--- src/rtl/ib_lut_loader.sv ---
// ib_lut_loader
//   Loader and lookup front-end for a single-port, asynchronous-read IB LUT
//   memory bank.
//
//   After load_start_i, the loader accepts PAGE_NUM entries over a valid/ready
//   channel and writes them to ascending addresses. While loading, it owns the
//   bank's address and write-enable lines. Once the last entry is written, it
//   serves registered lookups with a latency of one cycle. Lookups that arrive
//   while no complete table is present are dropped.
//
//   Parameters
//     QUAN_SIZE      LUT entry width
//     PAGE_NUM       number of LUT entries (2 .. 2**ADDR_BITWIDTH)
//     ADDR_BITWIDTH  bank address width
//
//   Ports
//     sys_clk, sys_rst                    clock, synchronous active-high reset
//     load_start_i                        request a (re)load of the whole table
//     load_data_i / load_valid_i          incoming LUT entry, ascending order
//     load_ready_o                        entry accepted this cycle (LOAD state)
//     load_done_o                         one-cycle pulse after the last write
//     lut_ready_o                         table complete, lookups served
//     lookup_addr_i / lookup_valid_i      lookup request
//     lookup_data_o / lookup_valid_o      registered lookup result
//     mem_write_data_o, mem_access_addr_o,
//     mem_we_o                            bank write data, address, write enable
//     mem_read_page_i                     bank asynchronous read data
module ib_lut_loader #(
  parameter int QUAN_SIZE     = 3,
  parameter int PAGE_NUM      = 16,
  parameter int ADDR_BITWIDTH = 4
) (
  input  logic                     sys_clk,
  input  logic                     sys_rst,
  input  logic                     load_start_i,
  input  logic [QUAN_SIZE-1:0]     load_data_i,
  input  logic                     load_valid_i,
  output logic                     load_ready_o,
  output logic                     load_done_o,
  output logic                     lut_ready_o,
  input  logic [ADDR_BITWIDTH-1:0] lookup_addr_i,
  input  logic                     lookup_valid_i,
  output logic [QUAN_SIZE-1:0]     lookup_data_o,
  output logic                     lookup_valid_o,
  output logic [QUAN_SIZE-1:0]     mem_write_data_o,
  output logic [ADDR_BITWIDTH-1:0] mem_access_addr_o,
  output logic                     mem_we_o,
  input  logic [QUAN_SIZE-1:0]     mem_read_page_i
);

  localparam logic [1:0] ST_IDLE  = 2'd0;
  localparam logic [1:0] ST_LOAD  = 2'd1;
  localparam logic [1:0] ST_READY = 2'd2;

  localparam int CNT_W = ADDR_BITWIDTH + 1;
  localparam logic [CNT_W-1:0] LAST_IDX = CNT_W'(PAGE_NUM - 1);
  localparam logic [CNT_W-1:0] CNT_ONE  = CNT_W'(1);

  logic [1:0]           state_p0;
  logic [1:0]           state_nxt;
  logic [CNT_W-1:0]     wr_cnt_p0;
  logic [CNT_W-1:0]     wr_cnt_nxt;
  logic                 in_load;
  logic                 in_ready;
  logic                 wr_fire;
  logic                 wr_last;
  logic                 lookup_hit;
  logic                 done_p1;
  logic                 vld_p1;
  logic [QUAN_SIZE-1:0] lookup_data_p1;

  assign in_load  = (state_p0 == ST_LOAD);
  assign in_ready = (state_p0 == ST_READY);

  // A restart request takes priority over an entry presented in the same cycle.
  assign wr_fire    = in_load & load_valid_i & ~load_start_i;
  assign wr_last    = wr_fire & (wr_cnt_p0 == LAST_IDX);
  assign lookup_hit = lookup_valid_i & in_ready;

  // Stage 0: combinational bank control, valid in the same cycle as the request
  assign load_ready_o      = in_load;
  assign lut_ready_o       = in_ready;
  assign mem_we_o          = wr_fire;
  assign mem_write_data_o  = load_data_i;
  assign mem_access_addr_o = in_load ? wr_cnt_p0[ADDR_BITWIDTH-1:0] : lookup_addr_i;

  always_comb begin
    state_nxt  = state_p0;
    wr_cnt_nxt = wr_cnt_p0;
    case (state_p0)
      ST_IDLE: begin
        if (load_start_i) begin
          state_nxt  = ST_LOAD;
          wr_cnt_nxt = '0;
        end
      end
      ST_LOAD: begin
        if (load_start_i) begin
          wr_cnt_nxt = '0;
        end else if (wr_last) begin
          state_nxt = ST_READY;
        end else if (wr_fire) begin
          wr_cnt_nxt = wr_cnt_p0 + CNT_ONE;
        end
      end
      ST_READY: begin
        if (load_start_i) begin
          state_nxt  = ST_LOAD;
          wr_cnt_nxt = '0;
        end
      end
      default: begin
        state_nxt  = ST_IDLE;
        wr_cnt_nxt = '0;
      end
    endcase
  end

  always_ff @(posedge sys_clk) begin
    if (sys_rst) begin
      state_p0  <= ST_IDLE;
      wr_cnt_p0 <= '0;
    end else begin
      state_p0  <= state_nxt;
      wr_cnt_p0 <= wr_cnt_nxt;
    end
  end

  // Stage 1: registered done pulse and lookup result
  always_ff @(posedge sys_clk) begin
    if (sys_rst) begin
      done_p1        <= 1'b0;
      vld_p1         <= 1'b0;
      lookup_data_p1 <= '0;
    end else begin
      done_p1 <= wr_last;
      vld_p1  <= lookup_hit;
      if (lookup_hit) begin
        lookup_data_p1 <= mem_read_page_i;
      end
    end
  end

  assign load_done_o    = done_p1;
  assign lookup_valid_o = vld_p1;
  assign lookup_data_o  = lookup_data_p1;

endmodule

--- config.mk ---
export PLATFORM = sky130hd
export DESIGN_NAME = ib_lut_loader
export DESIGN_NICKNAME = d
export VERILOG_FILES = /design/src/rtl/ib_lut_loader.sv
export SDC_FILE = /design/constraint.sdc
export NUM_CORES = 1
export LEC_CHECK = 0
export BUFFER_PORTS_ARGS = -buffer_cell sky130_fd_sc_hd__buf_2
export CAP_MARGIN = 20
export CORE_MARGIN = 1.5
export CORE_UTILIZATION = 30
export DETAILED_ROUTE_END_ITERATION = 12
export GPL_TIMING_DRIVEN = 0
export SKIP_LAST_GASP = 1
export SYNTH_ARGS = -nofsm -noshare
export SYNTH_HDL_FRONTEND = slang
export SYNTH_SLANG_ARGS = --single-unit
export TNS_END_PERCENT = 20
--- constraint.sdc ---
create_clock -name sys_clk -period 5.7 [get_ports sys_clk]
set_input_delay 0.285 -clock sys_clk [delete_from_list [all_inputs] [get_ports sys_clk]]
set_output_delay 0.285 -clock sys_clk [all_outputs]
set_load 0.005 [all_outputs]
After elaboration in Yosys (flattened, before gate mapping)
Index checks and enable logic that the tools add are counted.
- bits of input ports: 15
- memories: 0
- latch bits: 0
- memory bits (writable): 0
- flip-flop bits (word level): 12
- word-level logic and storage cells: 33
- memory bits (read-only): 0
- $lt $le $gt $ge: 0
- add/subtract/negate cells: 1
- bitwise operators: 5
- equality and inequality tests: 8
- reductions and logical operators: 4
- div/mod/pow operators: 0
- $mul: 0
- multiplexer cells: 10
- shift operators: 0
- operator list (operator ; count):
    two-way mux 5 bit ; 4
    case mux 5 bit (2 select lines) ; 1
    two-way mux 2 bit ; 3
    AND reduction 3 bit ; 2
    adder 5 x 1 -> 5 bit (second input constant) ; 1
    == test 5 x 4 -> 1 bit (second input constant) ; 1
    AND 1 bit ; 4
    two-way mux 4 bit ; 1
    != test 2 x 1 -> 1 bit (second input constant) ; 2
    case mux 2 bit (2 select lines) ; 1
    != test 3 x 2 -> 1 bit (second input constant) ; 1
    != test 3 bit (second input constant) ; 1
    == test 2 x 1 -> 1 bit (second input constant) ; 1
    == test 2 bit (second input constant) ; 1
    logical NOT 2 bit ; 1
    != test 2 bit (second input constant) ; 1
    OR reduction 2 bit ; 1
    NOT 1 bit ; 1

Logic depth before layout (Yosys ltp)
Gate-level depths: netlist (run 1).
- depth after elaboration: 7
- depth in mapped cells: 7

Least setup slack after synthesis (run 1)
Ideal clock, no wire load.
- kind: reg2reg
- start point: reg wr_cnt_p0[0]
- end point: reg wr_cnt_p0[3]
- buffers on the path: 0
- period minus slack after synthesis: 1.792 ns
- cell stages (with the launch flop): 8
- required time: 5.626 ns
- path slack: 3.908 ns
- arrival time: 1.718 ns
- cell sequence: dfxtp_1 -> ha_1 -> and3_1 -> ha_1 -> nor2b_1 -> nand2_2 -> or4_1 -> o21ai_0
- word-level cells in the longest chain between the ends: 5
- elaborated cells on any way between the ends: 9
- classes of those cells: 1 x add/sub; 2 x eq/ne; 4 x mux; 1 x bitwise; 1 x reduce/logical
- RTL lines (element ; RTL line ; text):
    start, declared ; 61 ; logic [CNT_W-1:0] wr_cnt_p0;
    start signal, assigned ; 125 ; wr_cnt_p0 <= wr_cnt_nxt;
    adder 5 x 1 -> 5 bit ; 103 ; wr_cnt_nxt = wr_cnt_p0 + CNT_ONE;
    two-way mux 5 bit ; 102 ; end else if (wr_fire) begin
    two-way mux 5 bit ; 100 ; end else if (wr_last) begin
    two-way mux 5 bit ; 98 ; if (load_start_i) begin
    case mux 5 bit (2 select lines) ; 90 ; case (state_p0)
Parallel ways exist; a longest one is shown, timed or not. The select of a mux whose other input is x is not followed.
A chain may end at the register's enable or synchronous reset.

Final worst setup path (run 1)
Same ends and word-level chain as after synthesis.

==> results of run 1 <==
[placed cells by master (no fill, tap or decap), types with 2 or more instances in the layout]
cell	instances
sky130_fd_sc_hd__nand2b_1	2
sky130_fd_sc_hd__buf_4	3
sky130_fd_sc_hd__o21ai_0	2
sky130_fd_sc_hd__buf_2	26
sky130_fd_sc_hd__dfxtp_1	12
sky130_fd_sc_hd__nor2_1	4
sky130_fd_sc_hd__ha_1	2
sky130_fd_sc_hd__inv_1	4
sky130_fd_sc_hd__nand3_1	4
sky130_fd_sc_hd__clkbuf_4	3
sky130_fd_sc_hd__a21oi_1	6
sky130_fd_sc_hd__and2_2	2
sky130_fd_sc_hd__nand2_1	17
sky130_fd_sc_hd__clkbuf_1	2
[power groups by stage]
stage	combinational [mW]	sequential [mW]	clock [mW]
global placement	0.0213	0.0876	0
CTS	0.0217	0.0856	0.0551
detailed placement	0.0216	0.0876	0
global route	0.0240	0.0858	0.0574
floorplan	0.0110	0.0874	0
finish	0.0216	0.0856	0.0529
[area by class of cell]
cell class	count	area [µm²]
tap	27	33.8
sequential	12	240
inverter	4	15.0
clock buffer	3	22.5
multi-input combinational	56	325
fill	206	1140
timing repair buffer	26	130
buffer	5	30.0
[state kept, by name (all words and copies together), names as in the netlist]
register and count:
lookup_valid_o 1, wr_cnt_p0 5, load_done_o 1, lookup_data_o 3, state_p0 2
[routing by layer]
layer	vias up	share of wire, %	global-route usage [%]	wire length, µm
met5	-	0	0	0
met4	0	0.90	3.24	12
met1	268	47	15.9	625
met2	22	45	19.5	600
met3	3	7.5	5.56	100
li1	321	-	-	-
[critical path: stages, from the launching register on]
cell and delay, ns:
sky130_fd_sc_hd__dfxtp_1 0.35, sky130_fd_sc_hd__ha_1 0.25, sky130_fd_sc_hd__and3_1 0.20, sky130_fd_sc_hd__ha_1 0.20, sky130_fd_sc_hd__nor2b_1 0.27, sky130_fd_sc_hd__nand2_2 0.11
sky130_fd_sc_hd__or4_1 0.47, sky130_fd_sc_hd__o21ai_0 0.09
[through the flow]
| stage | util, % | instance area, µm² | setup WS [ns] | cells |
|---|---|---|---|---|
| 2_1_floorplan | - | 611 | 3.91 | 77 |
| 3_3_place_gp | 39.9 | 774 | 3.75 | 130 |
| 3_5_place_dp | 39.9 | 774 | 3.73 | 130 |
| 4_1_cts | 41.0 | 797 | 3.71 | 133 |
| 5_1_grt | 41.0 | 797 | 3.59 | 133 |
| 6_report | 41.0 | 797 | 3.69 | 133 |
[Yosys cell counts]
cell / count
sky130_fd_sc_hd__o41ai_1: 1
sky130_fd_sc_hd__nand2_2: 1
sky130_fd_sc_hd__a31oi_1: 1
sky130_fd_sc_hd__nor3b_4: 1
sky130_fd_sc_hd__nor2_1: 4
sky130_fd_sc_hd__or4_1: 1
sky130_fd_sc_hd__nor2b_1: 1
sky130_fd_sc_hd__clkbuf_1: 2
sky130_fd_sc_hd__nor3_1: 1
sky130_fd_sc_hd__a2bb2oi_1: 1
sky130_fd_sc_hd__nor4_1: 1
sky130_fd_sc_hd__and2_2: 2
sky130_fd_sc_hd__a211oi_1: 1
sky130_fd_sc_hd__nand2b_1: 2
sky130_fd_sc_hd__or2_2: 1
sky130_fd_sc_hd__dfxtp_1: 12
sky130_fd_sc_hd__o22ai_1: 1
sky130_fd_sc_hd__o21ai_0: 2
sky130_fd_sc_hd__and2b_2: 1
sky130_fd_sc_hd__a21oi_1: 6
sky130_fd_sc_hd__nor3b_1: 1
sky130_fd_sc_hd__nand3_1: 4
sky130_fd_sc_hd__inv_1: 4
sky130_fd_sc_hd__and3_1: 1
sky130_fd_sc_hd__nand2_1: 17
sky130_fd_sc_hd__mux2i_1: 1
sky130_fd_sc_hd__ha_1: 2
sky130_fd_sc_hd__a22oi_1: 1
sky130_fd_sc_hd__buf_4: 3
[kinds of logic after synthesis]
family | after synthesis | share of synthesized area, %
buf+inv | 9 | 7.38
simple gates | 39 | 33.6
mux | 1 | 1.64
fa+ha+maj | 2 | 4.10
flops | 12 | 39.3
compound gates | 14 | 13.9
[worst max-delay path by stage]
stage / from / endpoint / slack, ns / cells past startpoint
CTS: wr_cnt_p0[0]$_SDFFE_PP0P_ / wr_cnt_p0[3]$_SDFFE_PP0P_ / 3.71 / 7
global route: wr_cnt_p0[0]$_SDFFE_PP0P_ / wr_cnt_p0[3]$_SDFFE_PP0P_ / 3.59 / 7
finish: wr_cnt_p0[0]$_SDFFE_PP0P_ / wr_cnt_p0[3]$_SDFFE_PP0P_ / 3.69 / 7
detailed placement: wr_cnt_p0[0]$_SDFFE_PP0P_ / wr_cnt_p0[3]$_SDFFE_PP0P_ / 3.73 / 7
floorplan: wr_cnt_p0[0]$_SDFFE_PP0P_ / wr_cnt_p0[3]$_SDFFE_PP0P_ / 3.91 / 7
global placement: wr_cnt_p0[0]$_SDFFE_PP0P_ / wr_cnt_p0[3]$_SDFFE_PP0P_ / 3.75 / 7
==> results.txt, run 1 <==
After detailed routing, the number of vias per cell comes to 4.62. The tools report the total wirelength of the detailed-routed design as 1340 µm. Final hold analysis gives a worst-case slack of 0.240 ns.

In this run, post-CTS hold repair placed 0 buffers. The total iterations of the first detailed-routing run came out at 4. The leftover overflow at the end of global routing is 0.

The wire-length estimate of the detail-placed layout is 1030 µm. The clock latency reported for the late side of the worst-skew pair came out at 0.28 ns. For this design the total switching power over the nets is 40.4 µW. The number of placement rows was 16; the die footprint was 2320 µm².

The clock arrives with 0.00245 ns of skew. The post-route fraction of the period consumed by the critical path works out to 35.2%. STA classifies the critical path endpoint as a flip-flop. Subtracting the final worst setup slack from the clock period gives 2.01 ns. The worst hold path terminates at wr_cnt_p0[2]$_SDFFE_PP0P_.

Horizontal die dimension: 48.1 µm. In this run switching power makes up 25.3% of total power. Internal power comes to 120 µW.

The run gives 0.789 as the routability congestion estimate. The setup violation total in the final timing report is 0. Of all cell types, the one taking the most synthesized area is sky130_fd_sc_hd__dfxtp_1. Counting instances, the worst hold path has a depth of 2. The logs give 611 µm² for the netlist area before placement and 39.3% for the share of synthesized area occupied by flip-flops and latches.

The setup fix buffers added after clock tree synthesis was 0. TritonCTS built the clock tree. The tools report the post-synthesis net count as 94.

For the worst flop-to-flop path, the logic depth is 7. After routing, the total negative slack on setup checks comes to 0 ns. The worst setup path is of the reg -> reg kind. The region available for standard cell placement spans 1940 µm². Relative to the synthesized area, the layout overhead comes to 30.5%.

The tools report the global-route usage over all layers as 12.5%. The flow ran to the end, and the final reports show no timing, DRC or antenna violations. The combinational fraction of design power was 13.5%. The setup check on the worst reg-to-reg path leaves a slack of 3.69 ns. Overall power consumption after layout is estimated at 160 µW. After synthesis, the netlist uses 29 different library cells.

The data required time at the worst endpoint is 5.91 ns, and the relative slew slack is 70.0%. The total power density per cell area is 201 nW/µm². For the max-slew violation count, the log shows 0. For the arrival time at the worst endpoint, the log shows 2.21 ns. The largest fanout of any net on the critical path came out at 4. The number of top-level pins is 30, and the part of the power in registers is 53.5%. After synthesis, the cell types taking the most area are sky130_fd_sc_hd__dfxtp_1 (39%), sky130_fd_sc_hd__nand2_1 (10%), sky130_fd_sc_hd__a21oi_1 (4.9%), sky130_fd_sc_hd__ha_1 (4.1%), sky130_fd_sc_hd__buf_4 (3.7%). In the final layout, the share of cells above drive strength 1 is 35.8%.

Entering global routing, the biggest net connects 11 pins. The wire length per cell after detailed routing was 10.1 µm. The analysis attributes to cell leakage a power of 0.372 nW. The clock tree root driver cell is sky130_fd_sc_hd__clkbuf_4. The final layout contains 125 nets.

After the first detailed-routing iteration, the DRC count stood at 7. The worst register-to-register path ends at wr_cnt_p0[3]$_SDFFE_PP0P_. Setup repair after global routing left no endpoint under its margin. Post-CTS repair changed the size of 0 cells. The largest voltage drop on the vdd net came out at 0.121 mV.

Number of antenna violations at the first check in global routing: 0. The cell count after synthesis came out at 77. Die extent in y: 48.1 µm. In this run the mean area of a mapped cell was 7.93 µm². The actual slew at the worst max-slew pin came out at 0.450 ns. Static timing analysis puts the maximum clock frequency at 499 MHz. The number of input and output port buffers inserted works out to 26.

The min-delay analysis places its worst path in the category in -> reg. The tools report the TritonCTS buffer count as 3. The origin of the worst min-delay path was sys_rst.

After clock tree synthesis, the clock-pin slew on the worst setup and hold paths is 0.07 ns. Of the post-synthesis cell area, the dominant cell type holds 39.3%. The run gives 614 as the detailed-route via count. Total of flip-flops plus latches after synthesis: 12. The type of origin of the critical path is a flip-flop. After detailed routing, the number of remaining DRC violations is 0. The via count of the first global-routing pass was 466; the number of failing hold endpoints at the final stage was 0. The tools report the max capacitance violation total as 0. The clock drives 12 sinks.

The clock passes through at most 2 buffers. In this run the remaining antenna-violating nets after routing total 0. The reg-to-reg critical path startpoint is wr_cnt_p0[0]$_SDFFE_PP0P_. The logs give 0 for the total inserted antenna cells and 33.0% for the clock share of power. The starting density of the core is 31.4%, and the number of levels in the clock H-tree is 1. The first global-routing pass estimated 2010 µm of wire.

The Yosys step of the flow raised 0 warnings.
No activity file was read; power rests on OpenSTA's default activity.
==> inputs of run 2 (changes only) <==
Clock period 5.7 ns to 1.8 ns, I/O delays scaled along.
==> run 2 against run 1 <==
Against the previous run:
- clock skew rose by 0.00085 ns
- first-iteration DRC count fell by 14%
- combinational power rose to 3.3 times the previous value
- global-route usage rose by 0.62 points
- cell count rose by 0.75%
- hold slack got worse by 0.19 ns
- worst setup slack got worse by 3.6 ns
- flip-flop and latch count did not move
- non-clock buffer count rose by 1
- design area rose by 4.6%
- critical endpoint unchanged
- largest power group unchanged
==> results.txt, run 2 (synthesized netlist as in run 1, its figures left out) <==
The run finished with clean final reports. Max-cap violations in this run came to 0. At the pin with the least slew margin, the transition time is 0.460 ns. Clock latency on the worst-skew pair, taken at its later pin, is 0.28 ns.

The maximum number of pins on one net before global-route repair is 11, and the leftover overflow at the end of global routing is 0. The logs give 16 for the number of placement rows and 1.91 ns for the arrival time at the worst endpoint. The die covers 2320 µm². After the last flow step, the layout net total stands at 126. Overall power consumption after layout is estimated at 510 µW. The tightest min-delay check is of the in -> reg type. Summed over all failing endpoints, the final setup total negative slack is 0 ns. In the finished design, the share of the clock period the worst path needs comes to 94.2%. The placed wire-length estimate after detailed placement is 1030 µm.

Of all nets on the critical path, the largest fanout is 4. In this run, placement finished with an instance count of 130. OpenSTA, run right after detailed placement, puts the worst setup slack at -0.165 ns.

For this run, the detailed router's first-pass iteration total came to 4. The minimum clock period after layout is 1.69 ns, and the max-slew violation count is 0. The number of antenna violations at the first check in global routing is 0, and the wire length per cell after detailed routing is 10.6 µm. Global-route wire length before repair: 2090 µm. Type of origin of the critical path: a flip-flop. STA puts the critical path data required time at 2.01 ns.

Counting every sink on the clock net gives 12. The number of levels in the clock H-tree is 1, and the total wirelength of the detailed-routed design is 1420 µm. The average via count per standard cell is 4.69. TritonCTS built the clock tree. Excluding fillers, the count of instances in the completed layout stands at 134. Clock skew on the completed layout was measured at 0.00329 ns. The total power density per cell area was 613 nW/µm²; the number of hold-repair buffers added at the cts stage was 0. Across every metal layer, demand over resource in global routing totals 13.1%. Leaving out fill and tap cells, the most frequent cell in the layout is sky130_fd_sc_hd__buf_2. Static timing analysis puts the maximum clock frequency at 590 MHz. Clock tree synthesis inserted a total of 3 buffers. The number of antenna diodes in the final layout is 0. For this run, design rule violations remaining after detail routing come to 0. The library cells used most frequently in the layout, excluding fill and tap cells, are sky130_fd_sc_hd__buf_2 (26), sky130_fd_sc_hd__nand2_1 (17), sky130_fd_sc_hd__dfxtp_1 (10). The detailed router finished its first iteration with 6 violations.

The leakage dissipation is 0.378 nW. The routability congestion estimate came out at 0.789. STA classifies the critical path endpoint as a flip-flop. Final worst-path setup slack: 0.105 ns.

For this configuration, the core starts out at a cell density of 31.4%. The critical path is of the reg -> reg type. The number of failing hold endpoints at the final stage is 0. The clock tree root driver cell is sky130_fd_sc_hd__clkbuf_4. In the final layout, the share of cells above drive strength 1 is 42.1%. Buffers placed on the I/O ports in this run total 26. Setup repair after global routing left no endpoint under its margin. Register ranked first by flip-flop count: wr_cnt_p0.

The tools report the number of buffers on the longest clock path as 2. Flip-flop count of the largest register after layout: 5. The run gives 0 as the setup violation total in the final timing report. In this run the remaining antenna-violating nets after routing total 0. The logs give 30 for the number of top-level pins and 496 for the via count of the first global-routing pass. Across the VDD grid, the largest voltage drop is 0.372 mV. Counting the fill cells in the layout gives 205. The clock transition time at the flip-flop clock pins of the worst setup and hold paths is 0.07 ns, and the relative slew slack is 69.3%. The die extent in y came out at 48.1 µm. Relative to the synthesized area, the layout overhead comes to 36.5%.

The area of the placeable core is 1940 µm². Detailed-route via count: 628. Measured along the x axis, the die boundary spans 48.1 µm.
run 2: worst max-delay path, stage by stage, from the launching register on:
cell and delay [ns]:
sky130_fd_sc_hd__dfxtp_4 0.37, sky130_fd_sc_hd__ha_4 0.17, sky130_fd_sc_hd__and3_1 0.18, sky130_fd_sc_hd__ha_2 0.19
sky130_fd_sc_hd__nor2b_2 0.15, sky130_fd_sc_hd__nand2_2 0.08, sky130_fd_sc_hd__or4_1 0.41, sky130_fd_sc_hd__o21ai_1 0.09
run 2: path summary, 6_finish.rpt:
kind                                      start                            end  slack, ns  depth (start not counted)
setup / recovery      wr_cnt_p0[0]$_SDFFE_PP0P_      wr_cnt_p0[3]$_SDFFE_PP0P_       0.11                          7
hold / removal                          sys_rst      wr_cnt_p0[2]$_SDFFE_PP0P_       0.05                          2
setup reg to reg      wr_cnt_p0[0]$_SDFFE_PP0P_      wr_cnt_p0[3]$_SDFFE_PP0P_       0.11                          7
hold reg to reg   lookup_data_o[1]$_SDFFE_PP0P_  lookup_data_o[1]$_SDFFE_PP0P_       0.45                          2
run 2: final cells by class:
class	count	area (µm²)	area share (%)
Buffer	5	30.0	3.60
Inverter	4	15.0	1.80
Clock buffer	3	22.5	2.70
Tap cell	27	33.8	4.05
Timing Repair Buffer	27	138	16.5
Sequential cell	12	245	29.4
Multi-Input combinational cell	56	349	41.9
run 2: routing by layer:
metal / global-route usage [%] / vias up / share of wire (%)
met5: 0 / - / 0
met4: 4.86 / 0 / 0.85
met3: 5.56 / 3 / 7.8
met2: 21.1 / 25 / 47
met1: 15.7 / 278 / 44
li1: - / 322 / -
run 2: power breakdown:
group	leakage, nW	internal, mW	switching (mW)
Clock	0.0138	0.0777	0.0892
Combinational	0.266	0.0364	0.0360
Sequential	0.0983	0.267	0.00453
run 2: stage by stage:
step / area (µm²) / utilization, % / hold slack [ns]
floorplan: 611 / - / 0.167
global placement: 774 / 39.9 / 0.343
detailed placement: 774 / 39.9 / 0.335
CTS: 817 / 42.1 / 0.0377
global route: 833 / 42.9 / 0.0543
finish: 833 / 42.9 / 0.0467
run 2: timing repair:
item                                   in CTS  in global routing
setup buffers                               1                  0
endpoints found under the hold margin       0                  0
pin swaps                                   0                  1
setup endpoints to repair                   4                  2
resized for setup                           4                  5
gates cloned                                0                  0
==> inputs of run 3 (changes only) <==
Settings changed: RECOVER_POWER set to 100.
Clock period 1.8 ns to 2.08 ns, I/O delays scaled along.
==> run 3 against run 2 <==
Against the previous run:
- die area unchanged
- global-route usage decreased by 0.62 points
- worst setup slack improved by 0.021 ns
- combinational power down 22%
- first-iteration DRC count grew 83%
- clock power decreased by 14%
- design area decreased by 6.9%
- flip-flop and latch count did not move
- cell count decreased by 0.75%
- sequential power decreased by 13%
- largest cell class unchanged
==> results.txt, run 3 (synthesized netlist as in run 1, its figures left out) <==
The run finished with clean final reports. Once placement finished, the instance area stood at 774 µm². The run gives 2320 µm² as the die footprint. For the combinational fraction of design power, the log shows 13.0%.

STA classifies the critical path startpoint as a flip-flop. Final core utilization: 39.9%. The register with the most flip-flops in the layout has 5 of them.

The first global-routing pass estimated 2010 µm of wire. The total wirelength of the detailed-routed design is 1360 µm. Based on the critical path, the design can be clocked at up to 512 MHz. The tools report the part of the power in registers as 54.1%.

Summed over all nets, the switching power comes to 108 µW. The number of antenna violations at the first check in global routing was 0. The logs give 2 for the number of buffers on the longest clock path and 0 for the max capacitance violation total. The clock drives 12 sinks. At the later pin of the worst-skew pair, clock insertion delay measures 0.27 ns. Buffers placed on the I/O ports in this run total 26. The path class of the tightest hold or removal check is in -> reg. The floorplan has 16 rows.

The starting density of the core was 31.4%; the max-slew violation count was 0. The floorplan step defined a core boundary enclosing 1940 µm². The run gives 214 as the layout filler cell count.

The die extent in y was 48.1 µm; the number of levels in the clock H-tree was 1. TritonCTS built the clock tree. The run gives 2.28 ns as the data required time at the worst endpoint.

Final setup skew: 0.00369 ns. For the total negative slack for setup checks, the log shows 0 ns. The number of top-level pins was 30; the post-route fraction of the period consumed by the critical path was 93.9%. The routed design could run at a clock period as short as 1.95 ns.

Cells with a size suffix above 1 make up 27.4% of the layout. The worst hold margin came out at 0.0639 ns. After detailed routing, the number of remaining DRC violations is 0.

The routed layout has 616 vias. Placed wire-length estimate after detailed placement: 1030 µm. Setup violations remaining at the end of the flow were counted as 0. The number of failing hold endpoints at the final stage was 0.

The tools report the placed instance count as 130. Power spread over the standard cell area amounts to 559 nW/µm². The total overflow left after global routing is 0. Register ranked first by flip-flop count: wr_cnt_p0. The category of the most critical setup path was reg -> reg. Average via count per standard cell: 4.63.

In the layout the commonest cells are sky130_fd_sc_hd__nand2_1 (18), sky130_fd_sc_hd__buf_2 (18), sky130_fd_sc_hd__dfxtp_1 (12). The tools report the post-route standard cell area excluding fillers as 776 µm². In this run the static leakage power is 0.337 nW. Clock-pin slew was measured on the worst setup and hold paths at 0.07 ns. The tools report the arrival time at the worst endpoint as 2.16 ns.

Setup repair after global routing left no endpoint under its margin. The final net count was 125; the internal power of the cells was 326 µW. Across the VDD grid, the largest voltage drop is 0.323 mV. The wire length per cell after detailed routing was 10.2 µm; the maximum number of pins on one net before global-route repair was 11. Fraction of power spent switching nets: 24.9%. The startpoint identified for the worst register-to-register timing path is wr_cnt_p0[0]$_SDFFE_PP0P_.

At the pin with the least slew margin, the transition time is 0.512 ns. The tools report the multi-input combinational cell area as 314 µm². Across the whole layout, storage elements account for 240 µm². For the total inserted antenna cells, the log shows 0.

The count of cells in the finished layout, fillers not included, comes to 133. From left edge to right edge, the die measures 48.1 µm. Before antenna repair, the detailed router went through 4 iterations. Of all nets on the critical path, the largest fanout is 4. Endpoint class of the critical path: a flip-flop. Counting the buffers created by CTS gives 3. For this run, the total global-route usage over all layers was measured as 12.5%.

The synthesis-to-layout area growth works out to 27.0%. The startpoint identified for the worst hold timing path is sys_rst. The post-route antenna net violation count was 0. The first routing iteration left 11 violations. The worst setup path startpoint is wr_cnt_p0[0]$_SDFFE_PP0P_. Hold repair after CTS inserted 0 buffers.

The via count of the first global-routing pass is 466, and the relative slew slack is 65.8%. The tools report the clock share of power as 32.9%. The clock tree root driver cell was sky130_fd_sc_hd__clkbuf_4. Routability-driven placement finished with a final weighted congestion of 0.789.
run 3: cell count changes in the layout (fill, tap and decap cells not counted), moves of 2 or more:
cell and delta:
sky130_fd_sc_hd__buf_2 -8, sky130_fd_sc_hd__ha_1 +2, sky130_fd_sc_hd__dfxtp_1 +2, sky130_fd_sc_hd__buf_4 -3
sky130_fd_sc_hd__clkbuf_4 +2, sky130_fd_sc_hd__clkbuf_1 +8
run 3: layout make-up:
class	count	area share (%)
clock buffers	3	2.90
well taps	27	4.35
inverters	4	1.94
multi-input cells	56	40.5
plain buffers	5	3.87
flip-flops and latches	12	31.0
repair buffers	26	15.5
run 3: worst max-delay path, stage by stage, from the launching register on:
cell                      delay, ns
sky130_fd_sc_hd__dfxtp_1       0.35
sky130_fd_sc_hd__ha_1          0.25
sky130_fd_sc_hd__and3_1        0.20
sky130_fd_sc_hd__ha_1          0.21
sky130_fd_sc_hd__nor2b_2       0.19
sky130_fd_sc_hd__nand2_1       0.11
sky130_fd_sc_hd__or4_1         0.49
sky130_fd_sc_hd__o21ai_0       0.08
run 3: power by group through the flow:
| stage | combinational (mW) | sequential (mW) | clock, mW |
|---|---|---|---|
| after floorplan | 0.0302 | 0.239 | 0 |
| after global placement | 0.0584 | 0.240 | 0 |
| after detailed placement | 0.0592 | 0.240 | 0 |
| after CTS | 0.0595 | 0.235 | 0.151 |
| after global routing | 0.0628 | 0.235 | 0.157 |
| final | 0.0565 | 0.235 | 0.143 |
run 3: timing repair:
action | CTS | global route
setup endpoints to repair | 0 | 1
gates resized for setup | 0 | 1
buffers inserted | 0 | 0
run 3: path summary, 6_finish.rpt:
kind	depth (start not counted)	end	slack, ns
min reg2reg	2	lookup_data_o[1]$_SDFFE_PP0P_	0.46
max	7	wr_cnt_p0[3]$_SDFFE_PP0P_	0.13
max reg2reg	7	wr_cnt_p0[3]$_SDFFE_PP0P_	0.13
min	2	wr_cnt_p0[2]$_SDFFE_PP0P_	0.06
run 3: layer usage:
layer	share of wire (%)	up-vias	wire length, µm	track usage (%)
met4	0	0	0	3.24
met3	6.5	0	88	5.56
met5	0	-	0	0
met2	46	19	624	19.5
met1	47	280	641	15.9
li1	-	317	-	-
run 3: through the flow:
step                      power [mW]  setup WS (ns)
after global placement         0.298          0.126
after CTS                      0.445         0.0900
final                          0.434          0.127
after detailed placement       0.299          0.115
after global routing           0.455         0.0341
after floorplan                0.270          0.288
